==> src/rtl/mdma_c2h_pkg.sv <==
// Shared constants and types for the C2H AXI-Stream packet generator.
package mdma_c2h_pkg;

  localparam int BEAT_BYTES = 64;
  localparam int BEAT_SHIFT = 6;
  localparam int WORD_BYTES = 4;
  localparam int MTY_W      = 6;

  typedef enum logic {
    IDLE = 1'b0,
    SEND = 1'b1
  } state_e;

  // Empty bytes on the final beat: (64 - len mod 64) mod 64.
  function automatic logic [MTY_W-1:0] last_mty(input logic [MTY_W-1:0] len_lo);
    return -len_lo;
  endfunction

endpackage

==> src/rtl/mdma_c2h_pattern_beat.sv <==
// Builds one payload beat: word w of the packet carries seed+w, and bytes at
// or beyond the packet length are forced to zero.
module mdma_c2h_pattern_beat
  import mdma_c2h_pkg::*;
#(
  parameter int DATA_W = 512,
  parameter int LEN_W  = 16,
  parameter int BEAT_W = LEN_W - BEAT_SHIFT + 1
) (
  input  logic [31:0]       seed_i,
  input  logic [BEAT_W-1:0] beat_i,
  input  logic [LEN_W-1:0]  len_i,
  output logic [DATA_W-1:0] data_o
);

  localparam int WORDS = DATA_W / (8 * WORD_BYTES);
  localparam int OFF_W = BEAT_W + BEAT_SHIFT;

  logic [OFF_W-1:0] beat_base;
  logic [OFF_W-1:0] len_ext;
  logic [31:0]      word_base;

  assign beat_base = {beat_i, {BEAT_SHIFT{1'b0}}};
  assign len_ext   = OFF_W'(len_i);
  assign word_base = 32'(beat_i) << (BEAT_SHIFT - 2);

  genvar gi, gj;
  generate
    for (gi = 0; gi < WORDS; gi++) begin : g_word
      logic [31:0] word_val;
      assign word_val = seed_i + word_base + 32'(gi);
      for (gj = 0; gj < WORD_BYTES; gj++) begin : g_byte
        logic [OFF_W-1:0] byte_off;
        assign byte_off = beat_base + OFF_W'(gi * WORD_BYTES + gj);
        assign data_o[gi*32 + gj*8 +: 8] = (byte_off < len_ext) ? word_val[gj*8 +: 8] : 8'h00;
      end
    end
  endgenerate

endmodule

==> src/rtl/mdma_c2h_axis_pkt_gen.sv <==
// C2H stream packet generator: turns {qid, len, seed} commands into AXI-Stream
// beats with a seeded counting payload, supporting zero-bubble back-to-back packets.
module mdma_c2h_axis_pkt_gen
  import mdma_c2h_pkg::*;
#(
  parameter int DATA_W = 512,
  parameter int QID_W  = 12,
  parameter int LEN_W  = 16
) (
  input  logic              user_clk,
  input  logic              user_reset,
  input  logic              cmd_valid,
  output logic              cmd_ready,
  input  logic [QID_W-1:0]  cmd_qid,
  input  logic [LEN_W-1:0]  cmd_len,
  input  logic [31:0]       cmd_seed,
  output logic [DATA_W-1:0] m_axis_c2h_tdata,
  output logic [QID_W-1:0]  m_axis_c2h_ctrl_qid,
  output logic [LEN_W-1:0]  m_axis_c2h_ctrl_len,
  output logic              m_axis_c2h_tlast,
  output logic [MTY_W-1:0]  m_axis_c2h_mty,
  output logic              m_axis_c2h_tvalid,
  input  logic              m_axis_c2h_tready,
  output logic              cmd_err,
  output logic [31:0]       pkt_cnt
);

  // Wide enough to hold 1024 beats for a 65535-byte packet.
  localparam int BEAT_W = LEN_W - BEAT_SHIFT + 1;
  localparam logic [LEN_W:0] ROUND_UP = (LEN_W + 1)'(BEAT_BYTES - 1);

  state_e            state_q, state_d;
  logic [31:0]       seed_q, seed_d;
  logic [QID_W-1:0]  qid_q, qid_d;
  logic [LEN_W-1:0]  len_q, len_d;
  logic [BEAT_W-1:0] beats_q, beats_d;
  logic [BEAT_W-1:0] beat_q, beat_d;
  logic [DATA_W-1:0] tdata_q, tdata_d;
  logic              tvalid_q, tvalid_d;
  logic              tlast_q, tlast_d;
  logic [MTY_W-1:0]  mty_q, mty_d;
  logic              cmd_err_q, cmd_err_d;
  logic [31:0]       pkt_cnt_q, pkt_cnt_d;

  logic              beat_fire, last_fire, cmd_fire, load_cmd;
  logic [LEN_W:0]    cmd_len_round;
  logic [BEAT_W-1:0] cmd_beats;
  logic [31:0]       pat_seed;
  logic [BEAT_W-1:0] pat_beat, pat_beats;
  logic [LEN_W-1:0]  pat_len;
  logic [DATA_W-1:0] pat_data;
  logic              nxt_last;
  logic [MTY_W-1:0]  nxt_mty;
  logic              start_pkt, go_idle, advance;

  assign cmd_len_round = {1'b0, cmd_len} + ROUND_UP;
  assign cmd_beats     = BEAT_W'(cmd_len_round >> BEAT_SHIFT);

  always_comb begin
    beat_fire = tvalid_q & m_axis_c2h_tready;
    last_fire = beat_fire & tlast_q;
    cmd_ready = (state_q == IDLE) | ((state_q == SEND) & last_fire);
    cmd_fire  = cmd_valid & cmd_ready;
    load_cmd  = cmd_fire & (cmd_len != '0);
  end

  // The next presented beat is either beat 0 of a new command or the successor
  // of the current beat; one pattern generator serves both cases.
  always_comb begin
    pat_seed  = load_cmd ? cmd_seed  : seed_q;
    pat_beat  = load_cmd ? '0        : beat_q + BEAT_W'(1);
    pat_len   = load_cmd ? cmd_len   : len_q;
    pat_beats = load_cmd ? cmd_beats : beats_q;
    nxt_last  = (pat_beat == pat_beats - BEAT_W'(1));
    nxt_mty   = nxt_last ? last_mty(pat_len[MTY_W-1:0]) : '0;
  end

  mdma_c2h_pattern_beat #(
    .DATA_W (DATA_W),
    .LEN_W  (LEN_W),
    .BEAT_W (BEAT_W)
  ) u_pattern (
    .seed_i (pat_seed),
    .beat_i (pat_beat),
    .len_i  (pat_len),
    .data_o (pat_data)
  );

  always_comb begin
    state_d   = state_q;
    seed_d    = seed_q;
    qid_d     = qid_q;
    len_d     = len_q;
    beats_d   = beats_q;
    beat_d    = beat_q;
    tdata_d   = tdata_q;
    tvalid_d  = tvalid_q;
    tlast_d   = tlast_q;
    mty_d     = mty_q;
    cmd_err_d = cmd_fire & ~load_cmd;
    pkt_cnt_d = last_fire ? pkt_cnt_q + 32'd1 : pkt_cnt_q;
    start_pkt = 1'b0;
    go_idle   = 1'b0;
    advance   = 1'b0;

    unique case (state_q)
      IDLE: begin
        start_pkt = load_cmd;
      end
      SEND: begin
        if (last_fire) begin
          start_pkt = load_cmd;
          go_idle   = ~load_cmd;
        end else begin
          advance = beat_fire;
        end
      end
    endcase

    if (start_pkt) begin
      state_d  = SEND;
      seed_d   = cmd_seed;
      qid_d    = cmd_qid;
      len_d    = cmd_len;
      beats_d  = cmd_beats;
      beat_d   = '0;
      tdata_d  = pat_data;
      tvalid_d = 1'b1;
      tlast_d  = nxt_last;
      mty_d    = nxt_mty;
    end else if (go_idle) begin
      state_d  = IDLE;
      tvalid_d = 1'b0;
      tlast_d  = 1'b0;
      mty_d    = '0;
    end else if (advance) begin
      beat_d   = pat_beat;
      tdata_d  = pat_data;
      tlast_d  = nxt_last;
      mty_d    = nxt_mty;
    end
  end

  always_ff @(posedge user_clk or posedge user_reset) begin
    if (user_reset) begin
      state_q   <= IDLE;
      seed_q    <= '0;
      qid_q     <= '0;
      len_q     <= '0;
      beats_q   <= '0;
      beat_q    <= '0;
      tdata_q   <= '0;
      tvalid_q  <= 1'b0;
      tlast_q   <= 1'b0;
      mty_q     <= '0;
      cmd_err_q <= 1'b0;
      pkt_cnt_q <= '0;
    end else begin
      state_q   <= state_d;
      seed_q    <= seed_d;
      qid_q     <= qid_d;
      len_q     <= len_d;
      beats_q   <= beats_d;
      beat_q    <= beat_d;
      tdata_q   <= tdata_d;
      tvalid_q  <= tvalid_d;
      tlast_q   <= tlast_d;
      mty_q     <= mty_d;
      cmd_err_q <= cmd_err_d;
      pkt_cnt_q <= pkt_cnt_d;
    end
  end

  assign m_axis_c2h_tdata    = tdata_q;
  assign m_axis_c2h_ctrl_qid = qid_q;
  assign m_axis_c2h_ctrl_len = len_q;
  assign m_axis_c2h_tlast    = tlast_q;
  assign m_axis_c2h_mty      = mty_q;
  assign m_axis_c2h_tvalid   = tvalid_q;
  assign cmd_err             = cmd_err_q;
  assign pkt_cnt             = pkt_cnt_q;

endmodule
==> config.mk <==
export PLATFORM = sky130hd
export DESIGN_NAME = mdma_c2h_axis_pkt_gen
export DESIGN_NICKNAME = d
export VERILOG_FILES = /design/src/rtl/mdma_c2h_pkg.sv /design/src/rtl/mdma_c2h_pattern_beat.sv /design/src/rtl/mdma_c2h_axis_pkt_gen.sv
export SDC_FILE = /design/constraint.sdc
export NUM_CORES = 2
export LEC_CHECK = 0
export ABC_AREA = 1
export ABC_CLOCK_PERIOD_IN_PS = 37800
export BUFFER_PORTS_ARGS = -buffer_cell sky130_fd_sc_hd__buf_4
export CAP_MARGIN = 20
export CORE_ASPECT_RATIO = 0.9
export CORE_UTILIZATION = 45
export DETAILED_ROUTE_END_ITERATION = 8
export HOLD_SLACK_MARGIN = 0.12
export PLACE_DENSITY = 0.77
export SLEW_MARGIN = 20
export SYNTH_ARGS = -nofsm -noshare
export SYNTH_HDL_FRONTEND = slang
export SYNTH_SLANG_ARGS = --single-unit
==> constraint.sdc <==
create_clock -name user_clk -period 37.8 [get_ports user_clk]
set_clock_uncertainty 0.05 [all_clocks]
set_input_delay 3.78 -clock user_clk [delete_from_list [all_inputs] [get_ports user_clk]]
set_output_delay 3.78 -clock user_clk [all_outputs]
set_load 0.03 [all_outputs]
Word-level counts from Yosys, hierarchy flattened

Index checks and enable logic that the tools add are counted.

Word-level logic and storage cells: 264
Bits in registers: 635
Input port bits: 64

$add $sub $neg: 84
Multiplexer cells: 89
Reduce and logical (&&, ||, !) cells: 5
Bitwise logic cells: 9
Equality and inequality tests: 2
Order comparisons: 64

Operator list:

| operator                | count |
|---|---|
| $mux W512               | 3 |
| $lt A17 B16 Y1          | 64 |
| $add A17 B6 Y17 const B | 32 |
| $mux W8                 | 64 |
| $add A17 B5 Y17 const B | 16 |
| $add A32 B4 Y32 const B | 8 |
| $add A17 B4 Y17 const B | 8 |
| $add A32 B3 Y32 const B | 4 |
| $add A17 B3 Y17 const B | 4 |
| $add A32 B1 Y32 const B | 2 |
| $add A32 B2 Y32 const B | 2 |
| $mux W11                | 5 |
| $add A17 B2 Y17 const B | 2 |
| $add A32 B15 Y32        | 1 |
| $mux W32                | 1 |
| $mux W6                 | 4 |
| $add A16 B6 Y17 const B | 1 |
| $add A17 B1 Y17 const B | 1 |
| $mux W16                | 1 |
| $reduce_bool A16 Y1     | 1 |
| $add A11 B1 Y11 const B | 1 |
| $eq A11 B11 Y1          | 1 |
| $sub A11 B1 Y11 const B | 1 |
| $mux W1                 | 10 |
| 9 further kinds         | 16 |

Logic depth before layout (Yosys ltp)

Word-level depth: 13
Mapped depth: 38
Mapped depth without buffers: 31

Hierarchy

A second synthesis with hierarchy kept.

Cell total of the unflattened synthesis: 5791
Area, all modules: 38305.5 um^2

Modules (own cells, without submodules):

| module                | area each (um^2) | cells each | times used |
|---|---|---|---|
| mdma_c2h_axis_pkt_gen | 25360.6          | 2996       | 1 |
| mdma_c2h_pattern_beat | 12944.9          | 2795       | 1 |

Worst setup path before layout

No wires, ideal clock.

Path kind: in2reg
Start: input cmd_len[6]
End: register tdata_q[147], in the netlist m_axis_c2h_tdata[147]
Buffers on the path: 8
Cell stages on the path: 33
Arrival time: 8.180 ns
Setup slack: 29.445 ns
Setup time: 0.124 ns
Path through: buf_6 nor2_1 nand2_1 nor2_1 nand2_2 nand2_4 buf_6 buf_6 buf_6 buf_6 buf_2 buf_2 buf_1 nand2_1 nand2_1 ha_1 fa_1 nand2_1 inv_1 nand2_1 and2_4 o21ai_1 nand2_1 nand2_1 nand2_1 nand2_1 nand2_1 nor3_1 nand2_1 nor2_1 nand4_1 o211ai_1 nand2_1

Longest elaborated chain between the ends: 9
Elaborated cells between the ends (all ways): 21
Those cells by class: add/sub: 3; order compare: 1; eq/ne: 1; mux: 11; bitwise: 2; reduce/logical: 3

RTL lines:

| what                                                       | RTL line                                                 | text |
|---|---|---|
| start, declared                                            | mdma_c2h_axis_pkt_gen.sv:15                              | `input logic [LEN_W-1:0] cmd_len,` |
| $reduce_bool A16 Y1                                        | mdma_c2h_axis_pkt_gen.sv:64                              | `load_cmd = cmd_fire & (cmd_len != '0);` |
| $and A1 B1 Y1                                              | mdma_c2h_axis_pkt_gen.sv:64                              |  |
| $mux W32 / $mux W11 (equally long branches)                | mdma_c2h_axis_pkt_gen.sv:70, mdma_c2h_axis_pkt_gen.sv:71 |  |
| $add A32 B15 Y32 / $add A17 B5 Y17 (equally long branches) | mdma_c2h_pattern_beat.sv:31, mdma_c2h_pattern_beat.sv:34 |  |
| $add A32 B3 Y32 / $lt A17 B16 Y1 (equally long branches)   | mdma_c2h_pattern_beat.sv:31, mdma_c2h_pattern_beat.sv:35 |  |
| $mux W8                                                    | mdma_c2h_pattern_beat.sv:35                              | `assign data_o[gi*32 + gj*8 +: 8] = (byte_off < len_ext) ? word_val[gj*8 +: 8] : 8'h00;` |
| $mux W512                                                  | mdma_c2h_axis_pkt_gen.sv:136                             | `end else if (advance) begin` |
| $mux W512                                                  | mdma_c2h_axis_pkt_gen.sv:131                             | `end else if (go_idle) begin` |
| $mux W512                                                  | mdma_c2h_axis_pkt_gen.sv:120                             | `if (start_pkt) begin` |
| end signal, assigned                                       | mdma_c2h_axis_pkt_gen.sv:165                             | `tdata_q <= tdata_d;` |
| end, declared                                              | mdma_c2h_axis_pkt_gen.sv:38                              | `logic [DATA_W-1:0] tdata_q, tdata_d;` |

Several ways; a longest one is shown, not always the timed one. The select of a mux whose other input is x is not followed.
A chain may end at the register's enable or synchronous reset.

Worst setup path after layout

Start: input cmd_len[1]
End: register tdata_q[402], in the netlist m_axis_c2h_tdata[402]

Longest elaborated chain between the ends: 9
Elaborated cells between the ends (all ways): 21
Those cells by class: add/sub: 3; order compare: 1; eq/ne: 1; mux: 11; bitwise: 2; reduce/logical: 3

RTL lines:

| what                                                       | RTL line |
|---|---|
| $reduce_bool A16 Y1                                        | mdma_c2h_axis_pkt_gen.sv:64 |
| $and A1 B1 Y1                                              | mdma_c2h_axis_pkt_gen.sv:64 |
| $mux W32 / $mux W11 (equally long branches)                | mdma_c2h_axis_pkt_gen.sv:70, mdma_c2h_axis_pkt_gen.sv:71 |
| $add A32 B15 Y32 / $add A17 B6 Y17 (equally long branches) | mdma_c2h_pattern_beat.sv:31, mdma_c2h_pattern_beat.sv:34 |
| $add A32 B4 Y32 / $lt A17 B16 Y1 (equally long branches)   | mdma_c2h_pattern_beat.sv:31, mdma_c2h_pattern_beat.sv:35 |
| $mux W8                                                    | mdma_c2h_pattern_beat.sv:35 |
| $mux W512                                                  | mdma_c2h_axis_pkt_gen.sv:136 |
| $mux W512                                                  | mdma_c2h_axis_pkt_gen.sv:131 |
| $mux W512                                                  | mdma_c2h_axis_pkt_gen.sv:120 |

Several ways; a longest one is shown, not always the timed one. The select of a mux whose other input is x is not followed.

==> run summary <==
register bit total from synthesis: 635
initial antenna violation count: 10
Final GP Congestion: 1.07
largest net degree at the start of global routing: 164
Pwr Density: 120 nW/µm²
Max Cap Viol: 0
Reg2Reg Capture Point: m_axis_c2h_tdata[402]$_DFFE_PP0P_
Total GRT Usage: 0.476
Die Footprint: 77,900 µm²
XOR/XNOR Fraction of Synth Area: 0.0628
Slew Viols, Final: 0
Resized Gates After CTS: 0
CTS sink count: 635
clk_lat worst skew: 0.65 ns
RSZ-0062 raised after global routing: no
Worst Hold Launch: seed_q[13]$_DFFE_PP0P_
CP Data Required Time: 38.29 ns
vias in the first global route: 34,500
Mapped Nets: 4,558
Worst Hold Class: reg -> reg
chip height: 265 µm
crit path buf inv count: 5
Met3 Wirelength: 26,100 µm
Area Overhead vs Synth: 24.4%
multiplexer share of the synthesized area: 0
slowest stage delay, CP: 0.97 ns
WL/cell: 30.7 µm
Crit-path slowest cell: a21oi_1
Core Area: 75,400 µm²
Crit. End Element: flip-flop
Adder-Cell Fraction of Synth Area: 0.0147
TritonCTS Buffers: 72
die width: 294 µm
largest family of logic cells by synthesized area: simple AND/OR/NAND/NOR gates
Rel. slew slack: 0.112
drt pass-1 iters: 9
layout cells sized above 1: 0.203
top cells by area, synth: dfrtp_1, nand2_1, o21ai_0, xor2_1, nand3_1
GRT Residual Overflow: 0
first-pass GRT wire length: 261,000 µm
final setup TNS: 0 ns
Hold Fails Final Rpt: 0
CP Cell Sequence: buf_4, nor2_1, nand2_1, nor2_1, nand2_2, nand2_4, buf_4, nor2_1, or2_2, ha_1, a21oi_1, o21ai_0, nand2_1, nand3_1, inv_1, nand2_1, nor2_1, inv_1, nor2_4, nand2_1, a21oi_1, inv_1, o31ai_1
ANT nets after route: 0
cells after synthesis: 4,454
Hold-fix buffers, CTS: 0
Synth area leader: dfrtp_1
Finished Layout Cells: 6,157
final wirelength: 189,000 µm
Crit Path Class: in -> reg
routed wl met2: 77,400 µm
post-synthesis instance area: 34,500 µm²
vias per cell: 6.08
Period minus WS final: 10.81 ns
clk root buf: clkbuf_16
Max Freq: 92.5 MHz
status: finished clean
Starting Density: 0.458
Via Count: 37,400
nets: 5,173
Post-synth ARST share: 1.00
CP delay by family, top: simple AND/OR/NAND/NOR gates
R2R Setup Slk: 29.99 ns
Critical Path AT: 11.30 ns
Top FF cell, synth: dfrtp_1
Setup crit end: m_axis_c2h_tdata[402]$_DFFE_PP0P_
met1 WL: 75,500 µm
Distinct cells, synth: 60
simple-gate area share of the yosys netlist: 0.297
DPL Wire Length: 145,000 µm
Final Cycle Share: 0.286
Critical path origin: cmd_len[1]
R2R cell count: 25
fillcell total: 6,972
IO Pins: 646
Max clock buf depth: 3
Max IR drop VDD: 0.0000722 V
CTS H-tree lvls: 3
count leader, synth: nand2_1
Port Buffers: 645
final setup fails: 0
Iteration-0 DRC Markers: 6,049
RR Startpoint: m_axis_c2h_tvalid$_DFFE_PP0P_
Residual DRC: 0
critical path launch point type: primary input
Top Metal Used: met5
CTS tree: built
sequential fraction of the synthesis area: 0.460
std cell rows: 95
cell count along the critical path: 23
leakage power figure: 21.5 nW
post-synth top area share: 0.460
synth warn: 0
compound-gate portion of the synthesized area: 0.105
Mapped Avg Cell Area: 7.75 µm²
EDFF count, synth: 0
worst-path fanout max: 68
Cells after DPL: 6,012
clk slew on worst S/H paths: 0.06 ns
post-CTS setup buffers: 0
top cell types by occurrence after synthesis: nand2_1, dfrtp_1, o21ai_0, nand3_1, inv_1
worst-margin pin slew: 1.33 ns
## kinds of logic (layout without fill, tap and decap cells)
family	count (synthesis)	in the layout
XOR/XNOR	243	243
other	0	14
adder cells (fa/ha/maj)	40	40
buffers and inverters	510	1181
flip-flops	635	635
AO/OA/AOI/OAI	643	643
AND/OR/NAND/NOR	2383	2383
## per-stage QoR
step,util,power (W),hold slack [ns],setup slack [ns],area (µm²)
after detailed placement,0.536,0.00427,0.412,26.82,40400
after floorplan,-,0.00287,0.394,16.18,34500
after CTS,0.569,0.00503,0.428,27.46,42900
after global routing,0.570,0.00529,0.438,26.79,42900
after global placement,0.536,0.00426,0.407,26.81,40400
final,0.570,0.00518,0.427,26.99,43000
## cell type report
class | instances | area, µm² | share of cell area
multi-input combinational | 3309 | 16600 | 0.387
sequential | 635 | 15900 | 0.370
timing repair buffer | 706 | 5340 | 0.124
clock buffer | 102 | 2140 | 0.0497
inverter | 345 | 1310 | 0.0305
tap | 1018 | 1270 | 0.0296
clock inverter | 28 | 374 | 0.00870
antenna | 14 | 35.0 | 0.000815
## worst reg2reg max path, stage by stage, from the launching register on
cell and delay [ns]:
dfrtp_1 0.44, nand2_2 0.16, nor2_8 0.19, nor2_4 0.10, nor2_8 0.29, nand2_4 0.27
inv_2 0.34, buf_4 0.48, nand2_1 0.11, o21ai_0 0.13, inv_1 0.07, ha_1 0.29
a21oi_1 0.14, o21a_1 0.12, o21ai_0 0.07, nand2_1 0.07, nand3_1 0.23, inv_1 0.11
nand2_1 0.10, nor2_1 0.63, inv_1 0.40, nor2_4 0.65, nand2_1 0.67, a21oi_1 0.97
inv_1 0.33, o31ai_1 0.32
## report_power, final
group | switching (W) | internal (W) | total [W]
combinational | 0.00237 | 0.000834 | 0.00320
sequential | 0.000236 | 0.000984 | 0.00122
clock | 0.000318 | 0.000438 | 0.000756
## cell usage in the layout, fill, tap and decap left out, types with 8 or more instances in the layout
cell type	Yosys	routed
a22o_1	10	10
a32o_1	13	13
inv_1	305	304
ha_1	39	39
dfrtp_1	635	635
a21oi_1	61	61
xor2_1	219	219
clkinvlp_4	0	8
nand2_1	1474	1474
nor2_4	25	25
inv_2	35	34
xnor2_1	20	19
diode_2	0	14
o31ai_1	27	27
clkbuf_8	0	20
o21ai_0	402	402
nand4_1	72	72
buf_4	11	702
clkbuf_16	0	73
a21oi_2	8	8
clkbuf_1	81	9
nand2_2	31	31
or2_2	18	18
nor2_2	44	45
o21ai_1	65	65
nand3b_1	10	10
nand3_1	359	359
nor2_1	297	296
nor3_1	24	21
o211ai_1	15	15
## registers in the layout, summed over array words and instances, names as in the netlist
name,cells
seed_q,32
m_axis_c2h_tlast,1
m_axis_c2h_ctrl_qid,12
beat_q,11
m_axis_c2h_tdata,512
pkt_cnt,32
m_axis_c2h_ctrl_len,16
m_axis_c2h_mty,6
m_axis_c2h_tvalid,1
beats_q,11
cmd_err,1
## routing by layer
metal | track usage | vias up
li1 | - | 15700
met1 | 0.664 | 18200
met2 | 0.673 | 3008
met3 | 0.148 | 591
met4 | 0.217 | 6
met5 | 0 | -
## worst min-delay path by stage
stage | cells after the start | slack (ns) | endpoint
after CTS | 2 | 0.43 | seed_q[14]$_DFFE_PP0P_
after global placement | 2 | 0.41 | seed_q[11]$_DFFE_PP0P_
after detailed placement | 2 | 0.41 | seed_q[7]$_DFFE_PP0P_
after global routing | 2 | 0.44 | m_axis_c2h_tdata[472]$_DFFE_PP0P_
final | 2 | 0.43 | seed_q[13]$_DFFE_PP0P_
after floorplan | 2 | 0.39 | seed_q[10]$_DFFE_PP0P_
Power figures use the tool's default switching activity.
